`src/rtl/uart_sys_pkg.sv`:
```
// rtl/uart_sys_pkg.sv - shared opcodes, sequencer state encoding and ALU function width
package uart_sys_pkg;

    localparam int ALU_FUN_W = 4;

    localparam logic [7:0] OPC_REG_WR  = 8'hAA;
    localparam logic [7:0] OPC_REG_RD  = 8'hBB;
    localparam logic [7:0] OPC_ALU_OP  = 8'hCC;
    localparam logic [7:0] OPC_ALU_NOP = 8'hDD;

    typedef enum logic [3:0] {
        ST_IDLE,
        ST_WR_ADDR,
        ST_WR_DATA,
        ST_RD_ADDR,
        ST_RD_WAIT,
        ST_RD_SEND,
        ST_ALU_A,
        ST_ALU_B,
        ST_ALU_FUN,
        ST_ALU_WAIT,
        ST_SEND_LO,
        ST_SEND_HI
    } state_t;

    function automatic logic is_wait_state(input state_t s);
        return (s == ST_RD_WAIT) || (s == ST_ALU_WAIT);
    endfunction

endpackage

```
`src/rtl/seq_timeout_cnt.sv`:
```
// rtl/seq_timeout_cnt.sv - response-wait cycle counter; expired marks the TIMEOUT-th waiting cycle
module seq_timeout_cnt #(
    parameter int TIMEOUT = 16
) (
    input  logic CLK,
    input  logic RST,
    input  logic clear_i,
    input  logic en_i,
    output logic expired_o
);
    localparam int CW = $clog2(TIMEOUT + 1);

    logic [CW-1:0] count_q, count_d;

    assign expired_o = en_i && (count_q == CW'(TIMEOUT - 1));

    always_comb begin
        count_d = count_q;
        if (clear_i) begin
            count_d = '0;
        end else if (en_i && !expired_o) begin
            count_d = count_q + CW'(1);
        end
    end

    always_ff @(posedge CLK) begin
        if (RST) begin
            count_q <= '0;
        end else begin
            count_q <= count_d;
        end
    end
endmodule

```
`src/rtl/uart_cmd_sequencer.sv`:
```
// rtl/uart_cmd_sequencer.sv - decodes UART command frames into register-file, ALU and TX transactions
module uart_cmd_sequencer
    import uart_sys_pkg::*;
#(
    parameter int DATA_WIDTH = 8,
    parameter int ADDR_WIDTH = 4,
    parameter int TIMEOUT    = 16
) (
    input  logic                    CLK,
    input  logic                    RST,
    input  logic [DATA_WIDTH-1:0]   RX_P_DATA,
    input  logic                    RX_D_VLD,
    output logic                    RF_WrEn,
    output logic                    RF_RdEn,
    output logic [ADDR_WIDTH-1:0]   RF_Address,
    output logic [DATA_WIDTH-1:0]   RF_WrData,
    input  logic [DATA_WIDTH-1:0]   RF_RdData,
    input  logic                    RF_RdData_Valid,
    output logic                    ALU_EN,
    output logic [ALU_FUN_W-1:0]    ALU_FUN,
    input  logic [2*DATA_WIDTH-1:0] ALU_OUT,
    input  logic                    ALU_OUT_Valid,
    output logic                    CLK_GATE_EN,
    output logic [DATA_WIDTH-1:0]   TX_P_DATA,
    output logic                    TX_D_VLD,
    input  logic                    FIFO_FULL,
    output logic                    CMD_ERR
);
    state_t                  state_q, state_d;
    logic                    wr_en_q, wr_en_d, rd_en_q, rd_en_d, alu_en_q, alu_en_d;
    logic                    tx_vld_q, tx_vld_d, err_q, err_d, gate_q, gate_d;
    logic [ADDR_WIDTH-1:0]   addr_q, addr_d;
    logic [DATA_WIDTH-1:0]   wdata_q, wdata_d, tx_data_q, tx_data_d, alu_hi_q, alu_hi_d;
    logic [ALU_FUN_W-1:0]    fun_q, fun_d;
    logic                    expired;

    seq_timeout_cnt #(.TIMEOUT(TIMEOUT)) u_timeout (
        .CLK       (CLK),
        .RST       (RST),
        .clear_i   (!is_wait_state(state_q)),
        .en_i      (is_wait_state(state_q)),
        .expired_o (expired)
    );

    always_comb begin
        state_d   = state_q;
        wr_en_d   = 1'b0;
        rd_en_d   = 1'b0;
        alu_en_d  = 1'b0;
        tx_vld_d  = 1'b0;
        err_d     = 1'b0;
        gate_d    = gate_q;
        addr_d    = addr_q;
        wdata_d   = wdata_q;
        tx_data_d = tx_data_q;
        alu_hi_d  = alu_hi_q;
        fun_d     = fun_q;

        // Bytes arriving while a response or TX is pending are dropped and flagged.
        if (RX_D_VLD && (is_wait_state(state_q) || state_q == ST_RD_SEND ||
                         state_q == ST_SEND_LO || state_q == ST_SEND_HI)) begin
            err_d = 1'b1;
        end

        unique case (state_q)
            ST_IDLE: if (RX_D_VLD) begin
                case (RX_P_DATA)
                    DATA_WIDTH'(OPC_REG_WR):  state_d = ST_WR_ADDR;
                    DATA_WIDTH'(OPC_REG_RD):  state_d = ST_RD_ADDR;
                    DATA_WIDTH'(OPC_ALU_OP):  state_d = ST_ALU_A;
                    DATA_WIDTH'(OPC_ALU_NOP): state_d = ST_ALU_FUN;
                    default:                  err_d   = 1'b1;
                endcase
            end
            ST_WR_ADDR: if (RX_D_VLD) begin
                addr_d  = RX_P_DATA[ADDR_WIDTH-1:0];
                state_d = ST_WR_DATA;
            end
            ST_WR_DATA: if (RX_D_VLD) begin
                wr_en_d = 1'b1;
                wdata_d = RX_P_DATA;
                state_d = ST_IDLE;
            end
            ST_RD_ADDR: if (RX_D_VLD) begin
                addr_d  = RX_P_DATA[ADDR_WIDTH-1:0];
                rd_en_d = 1'b1;
                state_d = ST_RD_WAIT;
            end
            ST_RD_WAIT: begin
                if (RF_RdData_Valid) begin
                    tx_data_d = RF_RdData;
                    state_d   = ST_RD_SEND;
                end else if (expired) begin
                    err_d   = 1'b1;
                    state_d = ST_IDLE;
                end
            end
            ST_RD_SEND: if (!FIFO_FULL) begin
                tx_vld_d = 1'b1;
                state_d  = ST_IDLE;
            end
            ST_ALU_A: if (RX_D_VLD) begin
                addr_d  = '0;
                wdata_d = RX_P_DATA;
                wr_en_d = 1'b1;
                state_d = ST_ALU_B;
            end
            ST_ALU_B: if (RX_D_VLD) begin
                addr_d  = ADDR_WIDTH'(1);
                wdata_d = RX_P_DATA;
                wr_en_d = 1'b1;
                state_d = ST_ALU_FUN;
            end
            ST_ALU_FUN: if (RX_D_VLD) begin
                fun_d    = RX_P_DATA[ALU_FUN_W-1:0];
                alu_en_d = 1'b1;
                gate_d   = 1'b1;
                state_d  = ST_ALU_WAIT;
            end
            ST_ALU_WAIT: begin
                if (ALU_OUT_Valid) begin
                    tx_data_d = ALU_OUT[DATA_WIDTH-1:0];
                    alu_hi_d  = ALU_OUT[2*DATA_WIDTH-1:DATA_WIDTH];
                    gate_d    = 1'b0;
                    state_d   = ST_SEND_LO;
                end else if (expired) begin
                    err_d   = 1'b1;
                    gate_d  = 1'b0;
                    state_d = ST_IDLE;
                end
            end
            ST_SEND_LO: if (!FIFO_FULL) begin
                tx_vld_d = 1'b1;
                state_d  = ST_SEND_HI;
            end
            // Low byte leaves TX_P_DATA on the edge entering here, so the upper byte loads now.
            ST_SEND_HI: begin
                tx_data_d = alu_hi_q;
                if (!FIFO_FULL) begin
                    tx_vld_d = 1'b1;
                    state_d  = ST_IDLE;
                end
            end
            default: state_d = ST_IDLE;
        endcase
    end

    always_ff @(posedge CLK) begin
        if (RST) begin
            state_q   <= ST_IDLE;
            wr_en_q   <= 1'b0;
            rd_en_q   <= 1'b0;
            alu_en_q  <= 1'b0;
            tx_vld_q  <= 1'b0;
            err_q     <= 1'b0;
            gate_q    <= 1'b0;
            addr_q    <= '0;
            wdata_q   <= '0;
            tx_data_q <= '0;
            alu_hi_q  <= '0;
            fun_q     <= '0;
        end else begin
            state_q   <= state_d;
            wr_en_q   <= wr_en_d;
            rd_en_q   <= rd_en_d;
            alu_en_q  <= alu_en_d;
            tx_vld_q  <= tx_vld_d;
            err_q     <= err_d;
            gate_q    <= gate_d;
            addr_q    <= addr_d;
            wdata_q   <= wdata_d;
            tx_data_q <= tx_data_d;
            alu_hi_q  <= alu_hi_d;
            fun_q     <= fun_d;
        end
    end

    assign RF_WrEn     = wr_en_q;
    assign RF_RdEn     = rd_en_q;
    assign RF_Address  = addr_q;
    assign RF_WrData   = wdata_q;
    assign ALU_EN      = alu_en_q;
    assign ALU_FUN     = fun_q;
    assign CLK_GATE_EN = gate_q;
    assign TX_P_DATA   = tx_data_q;
    assign TX_D_VLD    = tx_vld_q;
    assign CMD_ERR     = err_q;
endmodule

```
`config.mk`:
```
export PLATFORM = sky130hd
export DESIGN_NAME = uart_cmd_sequencer
export DESIGN_NICKNAME = d
export VERILOG_FILES = /design/src/rtl/uart_sys_pkg.sv /design/src/rtl/seq_timeout_cnt.sv /design/src/rtl/uart_cmd_sequencer.sv
export SDC_FILE = /design/constraint.sdc
export NUM_CORES = 1
export LEC_CHECK = 0
export BUFFER_PORTS_ARGS = -buffer_cell sky130_fd_sc_hd__buf_4
export CORE_MARGIN = 10
export CORE_UTILIZATION = 55
export DETAILED_ROUTE_END_ITERATION = 8
export HOLD_SLACK_MARGIN = 0.1
export PLACE_DENSITY = 0.93
export SYNTH_ARGS = -nofsm -noshare
export SYNTH_HDL_FRONTEND = slang
export SYNTH_HIERARCHICAL = 1
export SYNTH_SLANG_ARGS = --single-unit
```
`constraint.sdc`:
```
create_clock -name CLK -period 6.5 [get_ports CLK]
set_clock_uncertainty 0.15 [all_clocks]
set_input_delay 0.975 -clock CLK [delete_from_list [all_inputs] [get_ports CLK]]
set_output_delay 0.975 -clock CLK [all_outputs]
set_load 0.02 [all_outputs]
```
==> results.env <==
RUN_STATUS='finished clean'
START_UTIL_PCT=56.99
SYNTHESIS_TO_FINISH_AREA_GROWTH_PCT=27.61
CELL_TOTAL_AFTER_PLACEMENT=360
WORSTPATHMAXFANOUT=27
PLACEMENTROWS=23
NUMPORTBUFFERS=67
GRT_START_MAX_NET_PINS=44
FINAL_ESTIMATED_ROUTING_CONGESTION_IN_GLOBAL_PLACEMENT=0.9565
ROUTE.FINAL.WIRE_LENGTH_UM=6383
CTS_CLOCK_PIN_SLEW_FOR_THE_WORST_SETUP_AND_HOLD_PATHS_NS=0.08
DESIGN_POWER_TOTAL_W=0.0005556
MAX-VDD-IR-DROP_V=0.0001813
DETAILEDPLACEMENTHPWL_UM=4487
FP.DIEAREA_SQ_UM=7120
YOSYS-MUX-AREA-FRACTION_PCT=16.25
FINAL_CRITICAL_PATH_SETUP_SLACK_NS=3.652
POST-SYNTH-TOP-AREA-CELL='dfxtp_1'
COMBINATIONAL_FAMILY_WITH_THE_MOST_AREA_AFTER_SYNTHESIS='simple AND/OR/NAND/NOR gates'
HOLD_VIOLATIONS=0
TIMING.CRITICAL_PATH.TO_TYPE='flip-flop'
DRC_VIOLS=0
TRITONCTS.NUM_BUFFERS=5
SYNTH_SEQ_AREA_SHARE_PCT=41.27
TIMING.HOLD.WORST.CLASS='reg2reg'
SYNTHMOSTINSTANTIATEDCELL='dfxtp_1'
ASYNC_RESET_FF_SHARE_PCT=0
DRV_SLEW=0
FINAL_ANTENNA_NET_COUNT=0
CTS.SINKS=47
FIRSTDRTPASSITERS=4
DRT-VIAS-PER-INSTANCE=5.731
POSTSYNTH.TOPFLOPCELL='dfxtp_1'
AREA_FRACTION_IN_COMPOUND_GATES_AFTER_SYNTHESIS_PCT=13.12
P_LEAK_nW=1.229
LAYOUT-DRIVE-GT1-SHARE_PCT=27.99
SYNTH.CELL_AREA_SQ_UM=2280
FINALWORSTPATHREQUIREDPERIOD_NS=2.848
CTS_BUFFER_DEPTH=2
FINALCOREUTILIZATION_PCT=72.72
TIMING.CRITICAL_PATH.FROM_TYPE='flip-flop'
POST_SYNTH_MOST_FREQUENT_CELLS='dfxtp_1 (47), nor2_1 (45), mux2i_1 (37)'
WORST_PIN_SLEW_NS=1.121
TOTAL_GLOBAL_ROUTING_TRACK_UTILIZATION_PCT=17.66
DR.FIRST_ITER.DRC_COUNT=319
YOSYS-TOP-CELLS-AREA='dfxtp_1 (41%), mux2i_1 (16%), nor2_1 (7.4%)'
POWER-PER-CELL-AREA_nW_PER_UM2=191.0
FMAX_MHz=351.1
WORST_SKEW_PAIR.LATE_LATENCY_NS=0.31
SYNTH-ADDER-AREA-SHARE_PCT=1.098
SYNTH-SIMPLE-AREA-SHARE_PCT=23.98
COUNT_OF_YOSYS_WARNINGS_DURING_SYNTHESIS=6
POSTCTSSETUPREPAIRBUFS=0
GRT_PASS1_WL_UM=10660
ANTENNA_FOUND_INITIAL=0
FLOORPLAN.DIE.HEIGHT_UM=84.38
MAXSLEWHEADROOM_PCT=25.18
TOP_LEVEL_PORTS=68
SYNTHESIS.INSTANCES=256
VIAS_IN_THE_FIRST_GLOBAL_ROUTE=2214
SYNTH_ENABLE_FLOP_CELLS=0
DRV_CAP=0
TNS_NS=0
GRT_OVERFLOW=0
NUM-NETS-FINAL=357
POST_CTS.RESIZED_INSTANCES=0
POSTSYNTHAREAPERCELL_SQ_UM=8.905
FINALCRITPERIODSHARE_PCT=43.82
SYNTH.TOP_CELL.AREA_SHARE_PCT=41.27
SYNTH_XOR_AREA_SHARE_PCT=0.7684
CTS-HTREE-LEVELS=2
WORST-SETUP-PATH-TYPE='reg2reg'
RSZ0062_AT_GRT='false'
FP.DIEW_UM=84.38
FLIP_FLOP_AND_LATCH_COUNT_AFTER_SYNTHESIS=47
DPL_WORST_SLACK_NS=3.737
DETAIL_ROUTE.WL_PER_CELL_UM=17.35
REG2REG_SETUP_SLACK_NS=3.65
SETUP-VIOLATIONS-FINAL=0
CRITICAL_PATH_REQUIRED_NS=6.53
SYN_NETS=296
DR_TOTAL_VIAS=2109
CORE_AREA_SQ_UM=4000
YOSYSUNIQUECELLTYPES=54
FINISHED_LAYOUT_CELLS=368
CTS.ROOT.BUFFER_CELL='clkbuf_8'
TIMING.CRITICAL_PATH.ARRIVAL_NS=2.88
TRITONCTS='built'
NUM_ANTENNA_CELLS=0
CTS_HOLD_BUF=0
==> report_power, final <==
| part | internal, W | switching, W | total, W |
|---|---|---|---|
| Clock | 0.000125 | 0.000101 | 0.000226 |
| Combinational | 0.0000211 | 0.0000194 | 0.0000405 |
| Sequential | 0.000288 | 0.000000898 | 0.000289 |
| Total | 0.000434 | 0.000121 | 0.000556 |
==> final timing paths <==
path,cells past startpoint,endpoint,startpoint
hold reg to reg,2,RF_Address[1],RF_Address[1]
hold / removal,2,RF_Address[1],RF_Address[1]
setup / recovery,4,TX_P_DATA[1],state_q[1]
setup reg to reg,4,TX_P_DATA[1],state_q[1]
==> registers in the layout, summed over array words and instances (netlist names) <==
name / count
ALU_EN: 1
ALU_FUN: 4
TX_P_DATA: 8
CLK_GATE_EN: 1
CMD_ERR: 1
RF_Address: 4
u_timeout/count_q: 5
alu_hi_q: 8
RF_WrData: 8
RF_RdEn: 1
RF_WrEn: 1
TX_D_VLD: 1
state_q: 4
==> cell families (layout without fill, tap and decap cells) <==
kind of cell | count (synthesis) | after routing
buffers and inverters | 19 | 81
flip-flops | 47 | 47
AO/OA/AOI/OAI | 42 | 42
XOR/XNOR | 2 | 2
adder cells (fa/ha/maj) | 2 | 2
multiplexers | 37 | 37
AND/OR/NAND/NOR | 107 | 107
==> through the flow <==
stage,hold slack [ns],area (sq um)
floorplan,0.3023,2280
global placement,0.2885,2791
detailed placement,0.2987,2791
CTS,0.3111,2909
global route,0.3383,2909
finish,0.3103,2909
==> per-layer routing <==
layer / vias up / share of wire, % / track usage (%)
li1: 1027 / - / -
met4: 0 / 2.8 / 10.48
met2: 99 / 50 / 29.94
met5: - / 0 / 0
met3: 18 / 6.8 / 4.155
met1: 965 / 40 / 19.63
==> critical path: stages, from the launching register on <==
cell and delay [ns]:
dfxtp_1 1.07, inv_2 0.24, a22oi_1 0.91, mux2i_1 0.27, nor2_1 0.07
==> cell usage in the layout, fill, tap and decap left out, types with 2 or more instances in the layout <==
master | synthesis | final
a31oi_1 | 2 | 2
a22oi_1 | 2 | 2
o21ai_0 | 7 | 7
nor2_1 | 45 | 45
nand2_1 | 20 | 20
buf_4 | 0 | 68
nor3_1 | 5 | 5
clkbuf_8 | 0 | 6
inv_1 | 3 | 3
and2_2 | 2 | 2
or3_1 | 2 | 2
mux2i_1 | 37 | 37
nor3b_1 | 2 | 2
dfxtp_1 | 47 | 47
a21oi_1 | 10 | 10
a311oi_1 | 2 | 2
nand3_1 | 7 | 7
inv_2 | 2 | 2
nand4_1 | 2 | 2
nor4_1 | 2 | 2
nor2b_1 | 3 | 3
o21ai_1 | 5 | 5
nand2b_1 | 4 | 4
ha_1 | 2 | 2
==> cell type report <==
class | count | area (sq um)
sequential | 47 | 940.9
multi-input combinational | 190 | 1259
tap | 50 | 62.56
clock buffer | 6 | 82.58
fill | 280 | 1091
timing repair buffer | 68 | 510.5
clock inverter | 2 | 35.03
inverter | 5 | 18.77
Note: power is estimated with default switching activity, not from simulation.
